[src/rtl/uart_tx_pkg.sv]
// Shared types and defaults for the UART transmit arbiter.
// Holds the FSM state encoding, the byte type and a one-hot to index helper.
package uart_tx_pkg;

    typedef logic [7:0] byte_t;

    typedef enum logic [2:0] {
        ST_IDLE,
        ST_LOAD,
        ST_GO,
        ST_WAIT_ACK,
        ST_WAIT_DONE
    } state_t;

    localparam int DEF_NUM_REQ     = 4;
    localparam int DEF_MAX_BURST   = 16;
    localparam int DEF_ACK_TIMEOUT = 64;

    // Up to 8 requesters; callers truncate the result to their pointer width.
    function automatic logic [2:0] oh_to_idx(input logic [7:0] oh);
        logic [2:0] idx;
        idx = '0;
        for (int i = 0; i < 8; i++)
            if (oh[i]) idx = 3'(i);
        return idx;
    endfunction

endpackage

[src/rtl/rr_arbiter.sv]
// Rotating-priority pick: first valid requester searching upward from i_ptr+1.
// Purely combinational; the owner of the pointer decides when to move it.
module rr_arbiter #(
    parameter int N  = 4,
    parameter int PW = $clog2(N)
) (
    input  logic [N-1:0]  i_valid,
    input  logic [PW-1:0] i_ptr,
    output logic [N-1:0]  o_grant,
    output logic          o_any
);

    logic          w_found;
    logic [PW-1:0] w_idx;

    always_comb begin
        o_grant = '0;
        w_found = 1'b0;
        w_idx   = '0;
        for (int i = 1; i <= N; i++) begin
            w_idx = PW'((int'(i_ptr) + i) % N);
            if (!w_found && i_valid[w_idx]) begin
                o_grant[w_idx] = 1'b1;
                w_found        = 1'b1;
            end
        end
    end

    assign o_any = |i_valid;

endmodule

[src/rtl/uart_tx_arbiter.sv]
// Shares one UART transmitter among NUM_REQ byte streams: round-robin grant,
// one XMitGo per byte paced on TxEmpty, release on packet end or burst limit.
module uart_tx_arbiter
    import uart_tx_pkg::*;
#(
    parameter int NUM_REQ     = DEF_NUM_REQ,
    parameter int MAX_BURST   = DEF_MAX_BURST,
    parameter int ACK_TIMEOUT = DEF_ACK_TIMEOUT
) (
    input  logic                 Clock,
    input  logic                 ResetN,
    input  logic [NUM_REQ-1:0]   ReqValid,
    input  logic [NUM_REQ*8-1:0] ReqData,
    input  logic [NUM_REQ-1:0]   ReqLast,
    output logic [NUM_REQ-1:0]   ReqReady,
    input  logic                 TxEmpty,
    output logic                 XMitGo,
    output byte_t                TxData,
    output logic [NUM_REQ-1:0]   Grant,
    output logic                 Busy,
    output logic                 AckTimeoutErr
);

    localparam int PW = $clog2(NUM_REQ);
    localparam int BW = $clog2(MAX_BURST + 1);
    localparam int TW = $clog2(ACK_TIMEOUT + 1);

    state_t             r_state, w_next;
    logic [NUM_REQ-1:0] r_grant, r_ready;
    logic [PW-1:0]      r_ptr;
    byte_t              r_txdata;
    logic               r_last;
    logic [BW-1:0]      r_burst;
    logic [TW-1:0]      r_tcnt;

    logic [NUM_REQ-1:0] w_pick;
    logic               w_any;
    logic [PW-1:0]      w_gidx;
    logic               w_sel_valid, w_sel_last;
    byte_t              w_sel_data;
    logic               w_do_grant, w_do_load, w_release, w_timeout;

    rr_arbiter #(.N(NUM_REQ), .PW(PW)) u_rr (
        .i_valid (ReqValid),
        .i_ptr   (r_ptr),
        .o_grant (w_pick),
        .o_any   (w_any)
    );

    // Only the granted lane is looked at; everything else is masked off.
    assign w_sel_valid = |(ReqValid & r_grant);
    assign w_sel_last  = |(ReqLast & r_grant);
    assign w_gidx      = PW'(oh_to_idx(8'(r_grant)));

    always_comb begin
        w_sel_data = '0;
        for (int i = 0; i < NUM_REQ; i++)
            if (r_grant[i]) w_sel_data = w_sel_data | ReqData[8*i +: 8];
    end

    always_ff @(posedge Clock or negedge ResetN) begin
        if (!ResetN) r_state <= ST_IDLE;
        else         r_state <= w_next;
    end

    always_comb begin
        w_next     = r_state;
        w_do_grant = 1'b0;
        w_do_load  = 1'b0;
        w_release  = 1'b0;
        w_timeout  = 1'b0;
        unique case (r_state)
            ST_IDLE: begin
                if (w_any) begin
                    w_do_grant = 1'b1;
                    w_next     = ST_LOAD;
                end
            end
            ST_LOAD: begin
                if (w_sel_valid && TxEmpty) begin
                    w_do_load = 1'b1;
                    w_next    = ST_GO;
                end
            end
            ST_GO: w_next = ST_WAIT_ACK;
            ST_WAIT_ACK: begin
                // r_tcnt is 0 in the first WAIT_ACK cycle, so the last allowed cycle is ACK_TIMEOUT-1.
                if (!TxEmpty) begin
                    w_next = ST_WAIT_DONE;
                end else if (r_tcnt == TW'(ACK_TIMEOUT - 1)) begin
                    w_timeout = 1'b1;
                    w_next    = ST_WAIT_DONE;
                end
            end
            ST_WAIT_DONE: begin
                if (TxEmpty) begin
                    if (r_last || r_burst == BW'(MAX_BURST)) begin
                        w_release = 1'b1;
                        w_next    = ST_IDLE;
                    end else begin
                        w_next = ST_LOAD;
                    end
                end
            end
            default: w_next = ST_IDLE;
        endcase
    end

    always_ff @(posedge Clock or negedge ResetN) begin
        if (!ResetN) begin
            r_grant  <= '0;
            r_ready  <= '0;
            r_ptr    <= PW'(NUM_REQ - 1);
            r_txdata <= '0;
            r_last   <= 1'b0;
            r_burst  <= '0;
            r_tcnt   <= '0;
        end else begin
            r_ready <= '0;
            if (w_do_grant) begin
                r_grant <= w_pick;
                r_burst <= '0;
            end
            if (w_do_load) begin
                r_txdata <= w_sel_data;
                r_ready  <= r_grant;
                r_last   <= w_sel_last;
                r_burst  <= r_burst + BW'(1);
            end
            if (r_state == ST_GO)            r_tcnt <= '0;
            else if (r_state == ST_WAIT_ACK) r_tcnt <= r_tcnt + TW'(1);
            if (w_release) begin
                r_ptr   <= w_gidx;
                r_grant <= '0;
            end
        end
    end

    assign ReqReady      = r_ready;
    assign XMitGo        = (r_state == ST_GO);
    assign TxData        = r_txdata;
    assign Grant         = r_grant;
    assign Busy          = (r_state != ST_IDLE);
    assign AckTimeoutErr = w_timeout;

endmodule

[config.mk]
export PLATFORM = sky130hd
export DESIGN_NAME = uart_tx_arbiter
export DESIGN_NICKNAME = d
export VERILOG_FILES = /design/src/rtl/uart_tx_pkg.sv /design/src/rtl/rr_arbiter.sv /design/src/rtl/uart_tx_arbiter.sv
export SDC_FILE = /design/constraint.sdc
export NUM_CORES = 1
export LEC_CHECK = 0
export CAP_MARGIN = 15
export CORE_MARGIN = 3
export CORE_UTILIZATION = 35
export CTS_BUF_LIST = sky130_fd_sc_hd__clkbuf_8 sky130_fd_sc_hd__clkbuf_16
export DETAILED_ROUTE_END_ITERATION = 8
export PLACE_DENSITY_LB_ADDON = 0.12
export REMOVE_ABC_BUFFERS = 1
export SLEW_MARGIN = 10
export SYNTH_ARGS = -nofsm -noshare
export SYNTH_HDL_FRONTEND = slang
export SYNTH_SLANG_ARGS = --single-unit
[constraint.sdc]
create_clock -name Clock -period 2.86 [get_ports Clock]
set_clock_uncertainty 0.2 [all_clocks]
set_input_delay 0.286 -clock Clock [delete_from_list [all_inputs] [get_ports Clock]]
set_output_delay 0.286 -clock Clock [all_outputs]
set_load 0.01 [all_outputs]
After elaboration in Yosys (flattened, before gate mapping)
Index checks and enable logic that the tools add are counted.
W data, S select, Z words.
- equal/unequal tests: 10
- reductions and logical operators: 21
- bitwise gates (word level): 8
- muxes and demuxes: 54
- $lt $le $gt $ge: 8
- add/sub/neg operators: 6
- operator list (kind ; count):
    $mux W8 ; 4
    $mux W4 ; 7
    $or A8 B8 Y8 ; 3
    $mux W1 ; 23
    $mux W3 ; 5
    $pmux W3 S5 ; 1
    $mux W7 ; 2
    $lt A2 B3 Y1 const B ; 4
    $or A4 B4 Y4 ; 3
    $reduce_or A4 Y1 ; 3
    $mux W5 ; 2
    $and A4 B4 Y4 ; 2
    $bmux W1 S2 ; 4
    $demux W1 S2 ; 4
    $ge A2 B1 Y1 const B ; 4
    $logic_and A1 B1 Y1 ; 8
    $add A7 B1 Y7 const B ; 1
    $eq A7 B6 Y1 const B ; 1
    $eq A3 B2 Y1 const B ; 2
    $reduce_bool A2 Y1 ; 3
    $add A5 B1 Y5 const B ; 1
    $eq A5 B5 Y1 const B ; 1
    $add A2 B1 Y2 const B ; 2
    $add A2 B2 Y2 const B ; 2
    11 further kinds ; 15
- output and inout port bits: 19
- word-level logic and storage cells: 115
- input bits: 43
- flip-flop bits (word level): 34

Depth between registers and ports, before layout
- word-level depth: 15
- gate-level depth with buffers: 7
- depth with buffers taken out: 6

Hierarchy
Synthesis repeated with hierarchy kept, for this count alone.
- cells, all modules: 218
- area, all modules: 2133.3 um^2
- by module, submodules not included (module ; cells an instance ; instances ; seq. area each (um^2) ; area each (um^2)):
    uart_tx_arbiter ; 179 ; 1 ; 853.3 ; 1767.9
    rr_arbiter ; 39 ; 1 ; 0.0 ; 365.4

Worst setup path after synthesis
Ideal clock, no wire load.
- path type: flip-flop to flip-flop
- start point: reg r_ptr[0]
- end point: reg r_grant[0], in the netlist Grant[0]
- arrival time: 2.061 ns
- path buffers: 0
- path slack: 0.528 ns
- cell stages (with the launch flop): 7
- library setup time: 0.071 ns
- data required time: 2.589 ns
- clock period less this slack: 2.332 ns
- path through: dfstp_2 > inv_1 > ha_1 > mux4_2 > nor3b_2 > nand3_1 > nand4_1
- longest elaborated chain between the ends: 15
- elaborated cells between the ends (all ways): 50
- those cells by class: add/sub (4); order compare (8); mux (25); bitwise (3); reduce/logical (10)
- RTL lines (item ; line ; text):
    from (decl) ; uart_tx_arbiter.sv:30 ; logic [PW-1:0] r_ptr;
    from (signal assigned) ; uart_tx_arbiter.sv:113 ; r_ptr <= PW'(NUM_REQ - 1);
    from (signal assigned) ; uart_tx_arbiter.sv:133 ; r_ptr <= w_gidx;
    parallel branches: the longest is 12 deep, another holds $lt A2 B3 Y1 ; -- ;
    $mux W4 * ; rr_arbiter.sv:22 ; if (!w_found && i_valid[w_idx]) begin
    $mux W4 * ; uart_tx_arbiter.sv:120 ; if (w_do_grant) begin
    $mux W4 * ; uart_tx_arbiter.sv:132 ; if (w_release) begin
    to (signal assigned) ; uart_tx_arbiter.sv:121 ; r_grant <= w_pick;
    to (decl) ; uart_tx_arbiter.sv:29 ; logic [NUM_REQ-1:0] r_grant, r_ready;
Mark *: on every way between the ends. The select of a mux whose other input is x is not followed.
A chain may end at the register's enable or synchronous reset.

Worst setup path after layout
Same ends and word-level chain as after synthesis.

==> metrics.cfg <==
[final_layout]
nets=336
seq_area_sq_um=853.3
layout-drive-gt1-share=0.08481
area_delta_synth_final_pct=35.67
n_antenna_cell=0
multi_input_area_sq_mm=0.001185
final_common_cell=clkdlybuf4s50_1
fillers=510
layout.cells.most_common_list=clkdlybuf4s50_1 (60), dfrtp_1 (32), nand2_1 (22), nand3_1 (21), o21ai_0 (16)

[power]
seqPwrFrac=0.358
peakVddDrop_uv=398.6
power.share.clock=0.155
total_power_mw=2.459
comb_power_share=0.487
leakage_nw=1.213
switching_share=0.4088
powerDensity_mw_per_mm2=845.7
intPower_mw=1.454
p_sw_mw=1.005

[worst_setup_path]
regToRegStartpoint=r_ptr[0]$_DFFE_PN1P_
cp_max_fo=9
arrival_ns=2.53
cp_cell_sequence=inv_1, ha_1, mux4_2, nor3b_2, nand3_1, nand4_1
worstSetupEndpointType=flip-flop
reg2reg_to=Grant[0]$_DFFE_PN0P_
start_kind=flip-flop
rrSetupSlack_ns=0.36
max_stage_delay_ns=0.65
required_ns=2.88
criticalPathCategory=flip-flop to flip-flop
crit_slowest_cell=dfstp_2
reg2reg_depth=6

[hold_path]
hold_class=input pin to asynchronous set/reset pin

[place]
port_buffers=61
gp_congestion=0.8558
dpl.hpwl_um=4134

[run]
cap_violations=0

[synthesis]
synth_area_sq_mm=0.002143
synth_ff_type=dfrtp_1
async_flop_share=1.000
netlist_instances=221
ys_ff_latch=34
ys_types=42
synth_edf_count=0
synth_seq_area_share=0.3981
ys_warn_count=0
syn_area_per_cell_sq_um=9.698

[floorplanning]
initial_core_util=0.3754
core_sq_mm=0.005709
die_y_um=84.26
dieWidth_um=84.26
ioPinCount=62
dieArea_sq_mm=0.007099
num_rows=27

[sta]
tns_ns=0
timing.fmax_ghz=0.3998
slew_viol_final=0
slew_headroom=0.5731
hold_viol=0
rsz0062_at_grt=false
period_share=0.8747
finalSetupViolCount=0
worstMarginPinSlew_ns=0.6397
post-route-min-period_ns=2.502

[global_routing]
grt_pass1_wl_um=9597
grt_pass1_vias=1878
overflow=0
grt.total_usage=0.1663
grt_max_degree=35
antenna_found_initial=0

[clock_tree]
numCtsBuffers=5
worstSkewPairLatency_ns=0.29
clock-sinks=34
root_buffer=clkbuf_8
cts_tree=done
clkSlewWorstSetupHoldPaths_ns=0.08
clockBufferDepth=2
htreeDepth=2

[drt]
wl_per_cell_um=15.78
vias_per_cell=5.456
postRouteAntennaNets=0
routed_wl_um=5603
drc=0
num_vias=1937
drt_iter0_drc=127
first_pass_iters=4

[status]
status=finished, final reports clean

## cell type report
class / count / area share
multi-input cells: 166 / 0.4075
flip-flops and latches: 34 / 0.2935
repair buffers: 66 / 0.2238
well taps: 72 / 0.03098
clock buffers: 6 / 0.02840
inverters: 9 / 0.01162
clock inverters: 2 / 0.004303
## repair_timing
item                                    4_1_cts  5_1_grt
setup buffers                                 0        0
hold buffers                                  0        0
endpoints found under the setup margin        0        1
gates resized for setup                       0        1
## state kept, by name, indices dropped and copies added, names as in the netlist
| register | flops |
|---|---|
| Grant | 4 |
| ReqReady | 4 |
| TxData | 8 |
| r_burst | 5 |
| r_last | 1 |
| r_ptr | 2 |
| r_state | 3 |
| r_tcnt | 7 |
## worst max-delay path by stage
stage	start	to	slack [ns]
4_1_cts	r_tcnt[0]$_DFFE_PN0P_	AckTimeoutErr	0.12
3_5_place_dp	r_ptr[0]$_DFFE_PN1P_	Grant[2]$_DFFE_PN0P_	0.36
2_1_floorplan	Grant[1]$_DFFE_PN0P_	r_burst[2]$_DFFE_PN0P_	0.36
3_3_place_gp	r_ptr[0]$_DFFE_PN1P_	Grant[2]$_DFFE_PN0P_	0.41
5_1_grt	r_ptr[0]$_DFFE_PN1P_	Grant[0]$_DFFE_PN0P_	0.17
6_report	r_ptr[0]$_DFFE_PN1P_	Grant[0]$_DFFE_PN0P_	0.36
## critical path: cells and delay by family, from the launching register on
family,cells,cell delay (ns)
buffers and inverters,1,0.14
muxes,1,0.59
DFF,1,0.65
and+or+nand+nor,3,0.51
adders and majority gates,1,0.35
## power by group through the flow
stage	clock [mW]	combinational, mW	sequential [mW]
finish	0.381	1.20	0.880
global route	0.417	1.35	0.917
CTS	0.390	1.21	0.880
detailed placement	0	1.21	0.889
global placement	0	1.21	0.887
floorplan	0	0.681	0.894
## Yosys cell counts, drive strengths merged, types with 4 or more instances
| library cell | instances | area, sq um |
|---|---|---|
| dfrtp | 32 | 800.8 |
| nand2 | 22 | 82.58 |
| nand3 | 21 | 105.1 |
| o21ai | 20 | 100.1 |
| a22o | 12 | 105.1 |
| ha | 11 | 137.6 |
| nor2 | 10 | 45.04 |
| a221oi | 9 | 78.83 |
| inv | 9 | 33.78 |
| nor3b | 7 | 57.55 |
| buf | 6 | 48.79 |
| clkbuf | 6 | 22.52 |
| nand4 | 5 | 31.28 |
| mux2i | 4 | 40.04 |
| mux4 | 4 | 90.09 |
| nor2b | 4 | 25.02 |
## stage by stage
stage,setup slack [ns],hold WS (ns),cells,cell area [sq um],utilization
finish,0.3585,0.2096,355,2908,0.5093
global route,0.1703,0.2382,355,2908,0.5093
CTS,0.1150,0.2246,355,2905,0.5089
detailed placement,0.3551,0.2716,347,2810,0.4922
global placement,0.4142,0.2652,347,2810,0.4922
floorplan,0.3603,-0.2096,209,2072,-
## cells by family after synthesis
logic type      count (synthesis)  synth area share
xor+xnor                        2          0.008174
mux                             8           0.06071
simple gates                   83            0.2142
buf+inv                        21           0.04903
flops                          34            0.3981
fa+ha+maj                      11           0.06421
compound gates                 62            0.2055
## per-layer routing
| layer | vias to the layer above | GRT usage | share of wire |
|---|---|---|---|
| met5 | - | 0 | 0 |
| met4 | 0 | 0.04825 | 0.015 |
| met3 | 7 | 0.03631 | 0.051 |
| met2 | 52 | 0.2597 | 0.46 |
| met1 | 921 | 0.2311 | 0.47 |
| li1 | 957 | - | - |
Power figures use the tool's default switching activity.
